--- src/rtl/sysarr_pkg.sv ---
// Shared types and sizing helpers for the systolic array feeder.
// The state enum and step sizing are used by the feeder top.
package sysarr_pkg;

  typedef enum logic [1:0] {
    IDLE,
    RUN,
    WAIT,
    DRAIN
  } feeder_state_t;

  function automatic int step_len(
    input int mul_len,
    input int add_len
  );
    return mul_len + add_len;
  endfunction

  function automatic int cnt_width(input int steps);
    return (steps > 1) ? $clog2(steps) : 1;
  endfunction

endpackage

--- src/rtl/sysarr_feed_fifo.sv ---
// Synchronous vector FIFO for the feeder.
// A push is dropped when full; a pop is ignored when empty.
module sysarr_feed_fifo #(
  parameter int W     = 65,
  parameter int DEPTH = 4
) (
  input  logic         clk,
  input  logic         nRST,
  input  logic         push,
  input  logic [W-1:0] wdata,
  input  logic         pop,
  output logic [W-1:0] rdata,
  output logic         full,
  output logic         empty
);

  localparam int AW = $clog2(DEPTH);

  logic [W-1:0] mem [DEPTH];
  logic [AW:0]  wptr;
  logic [AW:0]  rptr;
  logic         do_push;
  logic         do_pop;

  // Extra pointer bit separates full from empty.
  assign full = (wptr[AW] != rptr[AW]) &&
                (wptr[AW-1:0] == rptr[AW-1:0]);
  assign empty   = (wptr == rptr);
  assign do_push = push && !full;
  assign do_pop  = pop && !empty;
  assign rdata   = mem[rptr[AW-1:0]];

  always_ff @(posedge clk) begin
    if (!nRST) begin
      wptr <= '0;
      rptr <= '0;
    end else begin
      if (do_push) wptr <= wptr + 1'b1;
      if (do_pop)  rptr <= rptr + 1'b1;
    end
  end

  always_ff @(posedge clk) begin
    if (do_push) mem[wptr[AW-1:0]] <= wdata;
  end

endmodule

--- src/rtl/sysarr_input_feeder.sv ---
// Buffers input vectors and feeds them diagonally skewed into the
// systolic array rows, with step timing for the MAC grid.
module sysarr_input_feeder
  import sysarr_pkg::*;
#(
  parameter int N       = 4,
  parameter int WIDTH   = 16,
  parameter int MUL_LEN = 2,
  parameter int ADD_LEN = 3,
  parameter int DEPTH   = 4,
  localparam int STEP_LEN = step_len(MUL_LEN, ADD_LEN),
  localparam int CW       = cnt_width(STEP_LEN)
) (
  input  logic                 clk,
  input  logic                 nRST,
  input  logic                 in_valid,
  output logic                 in_ready,
  input  logic [N*WIDTH-1:0]   in_row,
  input  logic                 in_last,
  output logic [N*WIDTH-1:0]   row_value,
  output logic                 MAC_shift,
  output logic [CW-1:0]        count,
  output logic                 busy,
  output logic                 done
);

  localparam int DW  = N * WIDTH + 1;
  localparam int DCW = $clog2(N + 1);
  localparam logic [CW-1:0] CNT_LAST = CW'(STEP_LEN - 1);

  feeder_state_t state;
  feeder_state_t state_n;

  logic [CW-1:0]      cnt_n;
  logic [DCW-1:0]     drain_cnt;
  logic [DCW-1:0]     drain_cnt_n;
  logic               last_seen;
  logic               last_seen_n;
  logic               shift_n;
  logic               done_n;
  logic               pop;
  logic               zero_load;
  logic               load;
  logic               clear;
  logic               at_end;
  logic               fifo_full;
  logic               fifo_empty;
  logic [DW-1:0]      fifo_q;
  logic [N*WIDTH-1:0] feed;
  logic               feed_last;

  sysarr_feed_fifo #(
    .W     (DW),
    .DEPTH (DEPTH)
  ) u_fifo (
    .clk   (clk),
    .nRST  (nRST),
    .push  (in_valid),
    .wdata ({in_last, in_row}),
    .pop   (pop),
    .rdata (fifo_q),
    .full  (fifo_full),
    .empty (fifo_empty)
  );

  assign {feed_last, feed} = fifo_q;
  assign in_ready = !fifo_full;
  assign busy     = (state != IDLE);
  assign at_end   = (count == CNT_LAST);
  assign load     = pop || zero_load;

  always_comb begin
    state_n     = state;
    cnt_n       = count;
    drain_cnt_n = drain_cnt;
    last_seen_n = last_seen;
    done_n      = 1'b0;
    pop         = 1'b0;
    zero_load   = 1'b0;
    clear       = 1'b0;
    unique case (state)
      IDLE, WAIT: begin
        cnt_n = '0;
        if (!fifo_empty) begin
          pop     = 1'b1;
          state_n = RUN;
        end
      end
      RUN: begin
        cnt_n = count + 1'b1;
        if (at_end) begin
          cnt_n = '0;
          if (last_seen) begin
            last_seen_n = 1'b0;
            if (N > 1) begin
              zero_load   = 1'b1;
              drain_cnt_n = DCW'(N - 1);
              state_n     = DRAIN;
            end else begin
              clear   = 1'b1;
              done_n  = 1'b1;
              state_n = IDLE;
            end
          end else if (!fifo_empty) begin
            pop = 1'b1;
          end else begin
            state_n = WAIT;
          end
        end
      end
      DRAIN: begin
        cnt_n = count + 1'b1;
        if (at_end) begin
          cnt_n = '0;
          if (drain_cnt > DCW'(1)) begin
            zero_load   = 1'b1;
            drain_cnt_n = drain_cnt - 1'b1;
          end else begin
            clear   = 1'b1;
            done_n  = 1'b1;
            state_n = IDLE;
          end
        end
      end
      default: state_n = IDLE;
    endcase
    if (pop && feed_last) last_seen_n = 1'b1;
    shift_n = load;
  end

  always_ff @(posedge clk) begin
    if (!nRST) begin
      state     <= IDLE;
      count     <= '0;
      drain_cnt <= '0;
      last_seen <= 1'b0;
      MAC_shift <= 1'b0;
      done      <= 1'b0;
    end else begin
      state     <= state_n;
      count     <= cnt_n;
      drain_cnt <= drain_cnt_n;
      last_seen <= last_seen_n;
      MAC_shift <= shift_n;
      done      <= done_n;
    end
  end

  // Row r holds r+1 stages so it trails row 0 by r steps.
  for (genvar r = 0; r < N; r++) begin : g_row
    logic [WIDTH-1:0] chain [r+1];
    logic [WIDTH-1:0] elem;

    assign elem = zero_load ? '0 : feed[r*WIDTH +: WIDTH];

    always_ff @(posedge clk) begin
      if (!nRST || clear) begin
        for (int k = 0; k <= r; k++) chain[k] <= '0;
      end else if (load) begin
        chain[0] <= elem;
        for (int k = 1; k <= r; k++) chain[k] <= chain[k-1];
      end
    end

    assign row_value[r*WIDTH +: WIDTH] = chain[r];
  end

endmodule

--- config.mk ---
export PLATFORM = sky130hd
export DESIGN_NAME = sysarr_input_feeder
export DESIGN_NICKNAME = d
export VERILOG_FILES = /design/src/rtl/sysarr_pkg.sv /design/src/rtl/sysarr_feed_fifo.sv /design/src/rtl/sysarr_input_feeder.sv
export SDC_FILE = /design/constraint.sdc
export NUM_CORES = 1
export LEC_CHECK = 0
export CAP_MARGIN = 30
export CORE_ASPECT_RATIO = 2
export CORE_MARGIN = 8
export CORE_UTILIZATION = 54
export CTS_CLUSTER_SIZE = 16
export DETAILED_ROUTE_END_ITERATION = 8
export GPL_TIMING_DRIVEN = 0
export PLACE_DENSITY = 0.78
export REMOVE_ABC_BUFFERS = 1
export SYNTH_ARGS = -nofsm -noshare
export SYNTH_HDL_FRONTEND = slang
export SYNTH_SLANG_ARGS = --single-unit
--- constraint.sdc ---
create_clock -name clk -period 7.7 [get_ports clk]
set_clock_uncertainty 0.1 [all_clocks]
set_input_delay 0.77 -clock clk [delete_from_list [all_inputs] [get_ports clk]]
set_output_delay 0.77 -clock clk [all_outputs]
set_load 0.02 [all_outputs]
==> flow_summary.json, run 1 <==
{
  "cts_made_buffers": 37,
  "crit_required_ns": 7.82,
  "synth_warnings": 0,
  "row_count": 91,
  "clock_path_buffers": 3,
  "drt_iter0_drc": 509,
  "clk_pin_slew_ns": 0.06,
  "vias_per_cell": 5.767,
  "postCtsSetupBuffers": 0,
  "crit_type": "reg -> reg",
  "cts_tree": "done",
  "avgSynthCellArea_sq_um": 19.79,
  "die_x_microns": 139.9,
  "io_buffers": 138,
  "clock_sinks": 439,
  "cp.arrival_ns": 3.49,
  "worst_path_largest_cell_delay_ns": 0.75,
  "layout.nets": 1025,
  "hp-class": "reg -> reg",
  "maxCapViolCount": 0,
  "drt_wl_total_microns": 29350,
  "clk_latency_ns": 0.52,
  "holdBufCountCts": 0,
  "async_flop_share": 0,
  "final_core_util": 0.6374,
  "yosys_most_used_dff": "edfxtp_1",
  "final_area_sq_um": 19450,
  "post_drt_wl_per_cell_microns": 21.84,
  "finalSetupViolCount": 0,
  "num_vias": 7751,
  "die-height_microns": 263.7,
  "io-pin-count": 139,
  "power.total_w": 0.006691,
  "yosysSeqAreaShare": 0.7843,
  "htree_levels": 2,
  "drv_slew": 0,
  "synth_seq_cells": 439,
  "drt_first_pass_iters": 5,
  "drive_gt1_frac": 0.1512,
  "p_leak_nw": 7.046,
  "setup_tns_ns": 0,
  "hold_ws_ns": 0.3779,
  "antenna_found_initial": 0,
  "path_max_fanout": 22,
  "cts.repair.resized": 0,
  "rsz0062_at_grt": "no",
  "place_hpwl_microns": 17270,
  "final_cell_mix": "edfxtp_1 (420), and3_1 (161), clkdlybuf4s50_1 (137), mux4_2 (65), clkbuf_16 (37)",
  "ys_types": 41,
  "path_cells": "inv_1, ha_1, nand4bb_1, a32oi_4, nand3b_1, buf_8, buf_8, buf_8, buf_8",
  "final_common_cell": "edfxtp_1",
  "synth_edf_count": 420,
  "post-route-min-period_ns": 3.371,
  "place_congestion": 0.6743,
  "relSlewSlack": 0.4080,
  "max_freq_mhz": 296.6,
  "core_sq_um": 30510,
  "drc": 0,
  "cpMostUsedCell": "buf_8",
  "grt_max_degree": 106,
  "hold_violations": 0,
  "die-area_sq_um": 36880,
  "dpl-instance-area_sq_um": 18330,
  "irDropWorstVdd_uv": 230.4,
  "power_density_nw_per_um2": 344.0,
  "critPathLaunchType": "flop",
  "tightestPinTransition_ns": 0.8880,
  "synth_area_sq_um": 16570,
  "cts_root_buf": "clkbuf_16",
  "crit_slowest_cell": "a32oi_4",
  "critical_path.endpoint_type": "flop",
  "status": "finished, final reports clean",
  "grtUsageTotal": 0.1607,
  "area_delta_synth_final_pct": 17.42,
  "grt_pass1_vias": 8157,
  "detail-route-antenna-nets": 0,
  "antenna_cells": 0,
  "overflow": 0,
  "start_util": 0.5429,
  "grt_pass1_wl_microns": 45980,
  "synth_cells": 837,
  "finalCritPeriodShare": 0.4379
}
critical path, delay by kind of cell (launching register included):
family                   cells  cell delay [ns]
AO/OA/AOI/OAI                1             0.75
flip-flops                   1             0.34
AND/OR/NAND/NOR              2             0.73
adder cells (fa/ha/maj)      1             0.26
buffers and inverters        5             0.88
final timing paths:
kind | cells after the start | slack, ns | end | start
max reg2reg | 9 | 4.33 | g_row[3].chain[0][9] | count[0]
min | 1 | 0.38 | count[0] | count[0]
min reg2reg | 1 | 0.38 | count[0] | count[0]
max | 9 | 4.33 | g_row[3].chain[0][9] | count[0]
cells by family (layout without fill, tap and decap cells):
logic type	Yosys count	after routing	synth area share
flops	439	439	0.7843
simple gates	199	199	0.07273
buf+inv	95	230	0.03384
mux	67	67	0.08958
compound gates	20	20	0.008536
fa+ha+maj	9	9	0.006798
xor+xnor	8	8	0.004230
synthesized netlist by cell type, types with 6 or more instances:
master,instances,area [sq um]
edfxtp_1,420,12610
and3_1,161,1007
mux4_2,65,1464
clkbuf_1,33,123.9
buf_4,32,240.2
dfxtp_1,19,380.4
buf_2,9,45.04
ha_1,9,112.6
inv_1,8,30.03
nor2_1,8,30.03
nand2_1,7,26.28
clkbuf_2,6,30.03
state kept, by name (all words and copies together) (netlist names), named ones only:
name / flops
MAC_shift: 1
count: 3
last_seen: 1
done: 1
u_fifo.wptr: 3
state: 2
u_fifo.mem: 260
u_fifo.rptr: 3
drain_cnt: 3
g_row.chain: 160
through the flow:
| step | setup slack, ns | cells |
|---|---|---|
| 5_1_grt | 4.172 | 1344 |
| 2_1_floorplan | 0.7745 | 751 |
| 3_3_place_gp | -7.156 | 1261 |
| 3_5_place_dp | 4.343 | 1281 |
| 4_1_cts | 4.323 | 1344 |
| 6_report | 4.329 | 1344 |
cell type report:
type	instances	area (sq um)
flip-flops and latches	439	13000
well taps	372	465.4
clock buffers	43	948.4
repair buffers	158	1797
multi-input cells	303	3037
clock inverters	20	170.2
fillers	2065	11060
inverters	9	33.78
report_power, final:
group          internal (W)  switching (W)
combinational      0.000735       0.000798
sequential          0.00320       0.000184
clock              0.000982       0.000792
metal layers:
metal,up-vias,wire length [microns],track usage
li1,3510,-,-
met1,3962,11550,0.1990
met2,239,15320,0.2772
met3,40,1933,0.03797
met4,0,558,0.04486
met5,-,0,0
No activity file was read; power rests on OpenSTA's default activity.
==> run 2, diff against run 1 <==
--- a/config.mk
+++ b/config.mk
@@ -8,11 +8,11 @@
 export CAP_MARGIN = 30
 export CORE_ASPECT_RATIO = 2
 export CORE_MARGIN = 8
-export CORE_UTILIZATION = 54
+export CORE_UTILIZATION = 52
 export CTS_CLUSTER_SIZE = 16
 export DETAILED_ROUTE_END_ITERATION = 8
 export GPL_TIMING_DRIVEN = 0
-export PLACE_DENSITY = 0.78
+export PLACE_DENSITY = 0.79
 export REMOVE_ABC_BUFFERS = 1
 export SYNTH_ARGS = -nofsm -noshare
 export SYNTH_HDL_FRONTEND = slang
==> constraint.sdc (replaced) <==
create_clock -name clk -period 3 [get_ports clk]
set_clock_uncertainty 0.1 [all_clocks]
set_input_delay 0.3 -clock clk [delete_from_list [all_inputs] [get_ports clk]]
set_output_delay 0.3 -clock clk [all_outputs]
set_load 0.02 [all_outputs]
==> flow_summary.json, run 2 (synthesis results as in run 1) <==
{
  "cts_root_buf": "clkbuf_16",
  "finalSetupViolCount": 0,
  "die-area_sq_um": 38170,
  "hp-class": "in -> reg",
  "clock_path_buffers": 3,
  "status": "finished, final reports clean",
  "drv_slew": 0,
  "tightestPinTransition_ns": 0.9565,
  "grtUsageTotal": 0.1613,
  "cts_made_buffers": 37,
  "crit_type": "reg -> reg",
  "cts_tree": "done",
  "preCtsSetupSlack_ns": -0.6219,
  "htree_levels": 2,
  "antenna_found_initial": 4,
  "clk_pin_slew_ns": 0.07,
  "grt_max_degree": 105,
  "io-pin-count": 139,
  "largest_register_ffs": 260,
  "overflow": 0,
  "post_drt_wl_per_cell_microns": 21.57,
  "row_count": 92,
  "area_delta_synth_final_pct": 18.30,
  "post-route-min-period_ns": 2.794,
  "power.total_w": 0.01728,
  "relSlewSlack": 0.3623,
  "path_cells": "inv_1, ha_1, nand4bb_1, a32oi_4, nand3b_1, buf_8, buf_8, buf_8, buf_16, buf_8",
  "clock_sinks": 439,
  "final_core_util": 0.6236,
  "layout.nets": 1027,
  "cp.arrival_ns": 2.93,
  "place_congestion": 0.6834,
  "layout_setup_ws_ns": 0.2063,
  "place_hpwl_microns": 17390,
  "die_x_microns": 142.2,
  "crit_slowest_cell": "dfxtp_1",
  "drt_first_pass_iters": 4,
  "core_sq_um": 31430,
  "holdBufCountCts": 0,
  "final_cell_mix": "edfxtp_1 (420), and3_1 (161), clkdlybuf4s50_1 (137), mux4_2 (65), clkbuf_16 (40)",
  "num_vias": 7736,
  "final_area_sq_um": 19600,
  "maxCapViolCount": 0,
  "die-height_microns": 268.4,
  "crit_required_ns": 3.13,
  "fill_cells": 2187,
  "detail-route-antenna-nets": 0,
  "critical_path.endpoint_type": "flop",
  "grt_pass1_wl_microns": 46840,
  "dpl-instance-area_sq_um": 18400,
  "path_max_fanout": 20,
  "worst_path_largest_cell_delay_ns": 0.34,
  "hold_ws_ns": 0.3030,
  "power_density_nw_per_um2": 881.7,
  "io_buffers": 138,
  "start_util": 0.5272,
  "drt_iter0_drc": 580,
  "irDropWorstVdd_uv": 583.8,
  "drive_gt1_frac": 0.1524,
  "hold_violations": 0,
  "p_leak_nw": 7.087,
  "vias_per_cell": 5.506,
  "finalCritPeriodShare": 0.9312,
  "drc": 0,
  "final_common_cell": "edfxtp_1",
  "rsz0062_at_grt": "no",
  "max_freq_mhz": 357.9,
  "drt_wl_total_microns": 30310,
  "critPathLaunchType": "flop",
  "clk_latency_ns": 0.53,
  "grt_pass1_vias": 8251,
  "cpMostUsedCell": "buf_8"
}
==> run 2: cell count changes in the layout (fill, tap and decap cells not counted), moves of 3 or more <==
cell	delta
clkbuf_1	+3
diode_2	+4
buf_4	+3
clkinv_2	-6
buf_16	+3
clkbuf_16	+3
buf_12	-4
==> run 2: critical path, delay by kind of cell (launching register included) <==
kind	cells	cell delay, ns
and+or+nand+nor	2	0.46
AOI/OAI and AO/OA	1	0.26
DFF	1	0.34
buffers and inverters	6	1.03
adders and majority gates	1	0.28
==> run 2: metal layers <==
metal / GRT usage / routed length (microns)
met3: 0.02943 / 1547
met2: 0.2904 / 16390
met5: 0 / 11
met1: 0.1833 / 11580
met4: 0.07066 / 770
==> run 2: timing repair <==
action / 4_1_cts / 5_1_grt
setup endpoints to repair: 101 / 0
resized for setup: 0 / 0
setup buffers: 3 / 0
==> run 2: through the flow <==
| stage | setup TNS (ns) | std cells |
|---|---|---|
| after floorplan | -757.78 | 751 |
| after global placement | -2775.57 | 1312 |
| after detailed placement | -26.99 | 1331 |
| after CTS | 0 | 1401 |
| after global routing | 0 | 1404 |
| final | 0 | 1405 |
==> run 2: where the power goes <==
group	total [W]	switching (W)	internal, W	leakage, nW
combinational	0.00395	0.00209	0.00186	2.24
clock	0.00464	0.00206	0.00258	0.580
sequential	0.00869	0.000469	0.00822	4.26
total	0.0173	0.00462	0.0127	7.09
==> run 2: area by class of cell <==
type                            count  area (sq um)  area share
Timing Repair Buffer              160          1822     0.09296
Tap cell                          423         529.3     0.02701
Multi-Input combinational cell    303          3037      0.1550
Sequential cell                   439         13000      0.6633
Clock buffer                       52          1067     0.05446
Antenna cell                        4         10.01   0.0005108
Clock inverter                     15         98.84    0.005044
Inverter                            9         33.78    0.001724
==> run 2: path summary, 6_finish.rpt <==
kind / start / endpoint / slack, ns / depth (start not counted)
hold reg to reg: count[0] / count[0] / 0.37 / 1
setup / recovery: count[0] / g_row[2].chain[0][39] / 0.21 / 10
setup reg to reg: count[0] / g_row[2].chain[0][39] / 0.21 / 10
hold / removal: in_row[5] / u_fifo.mem[0][5] / 0.30 / 1
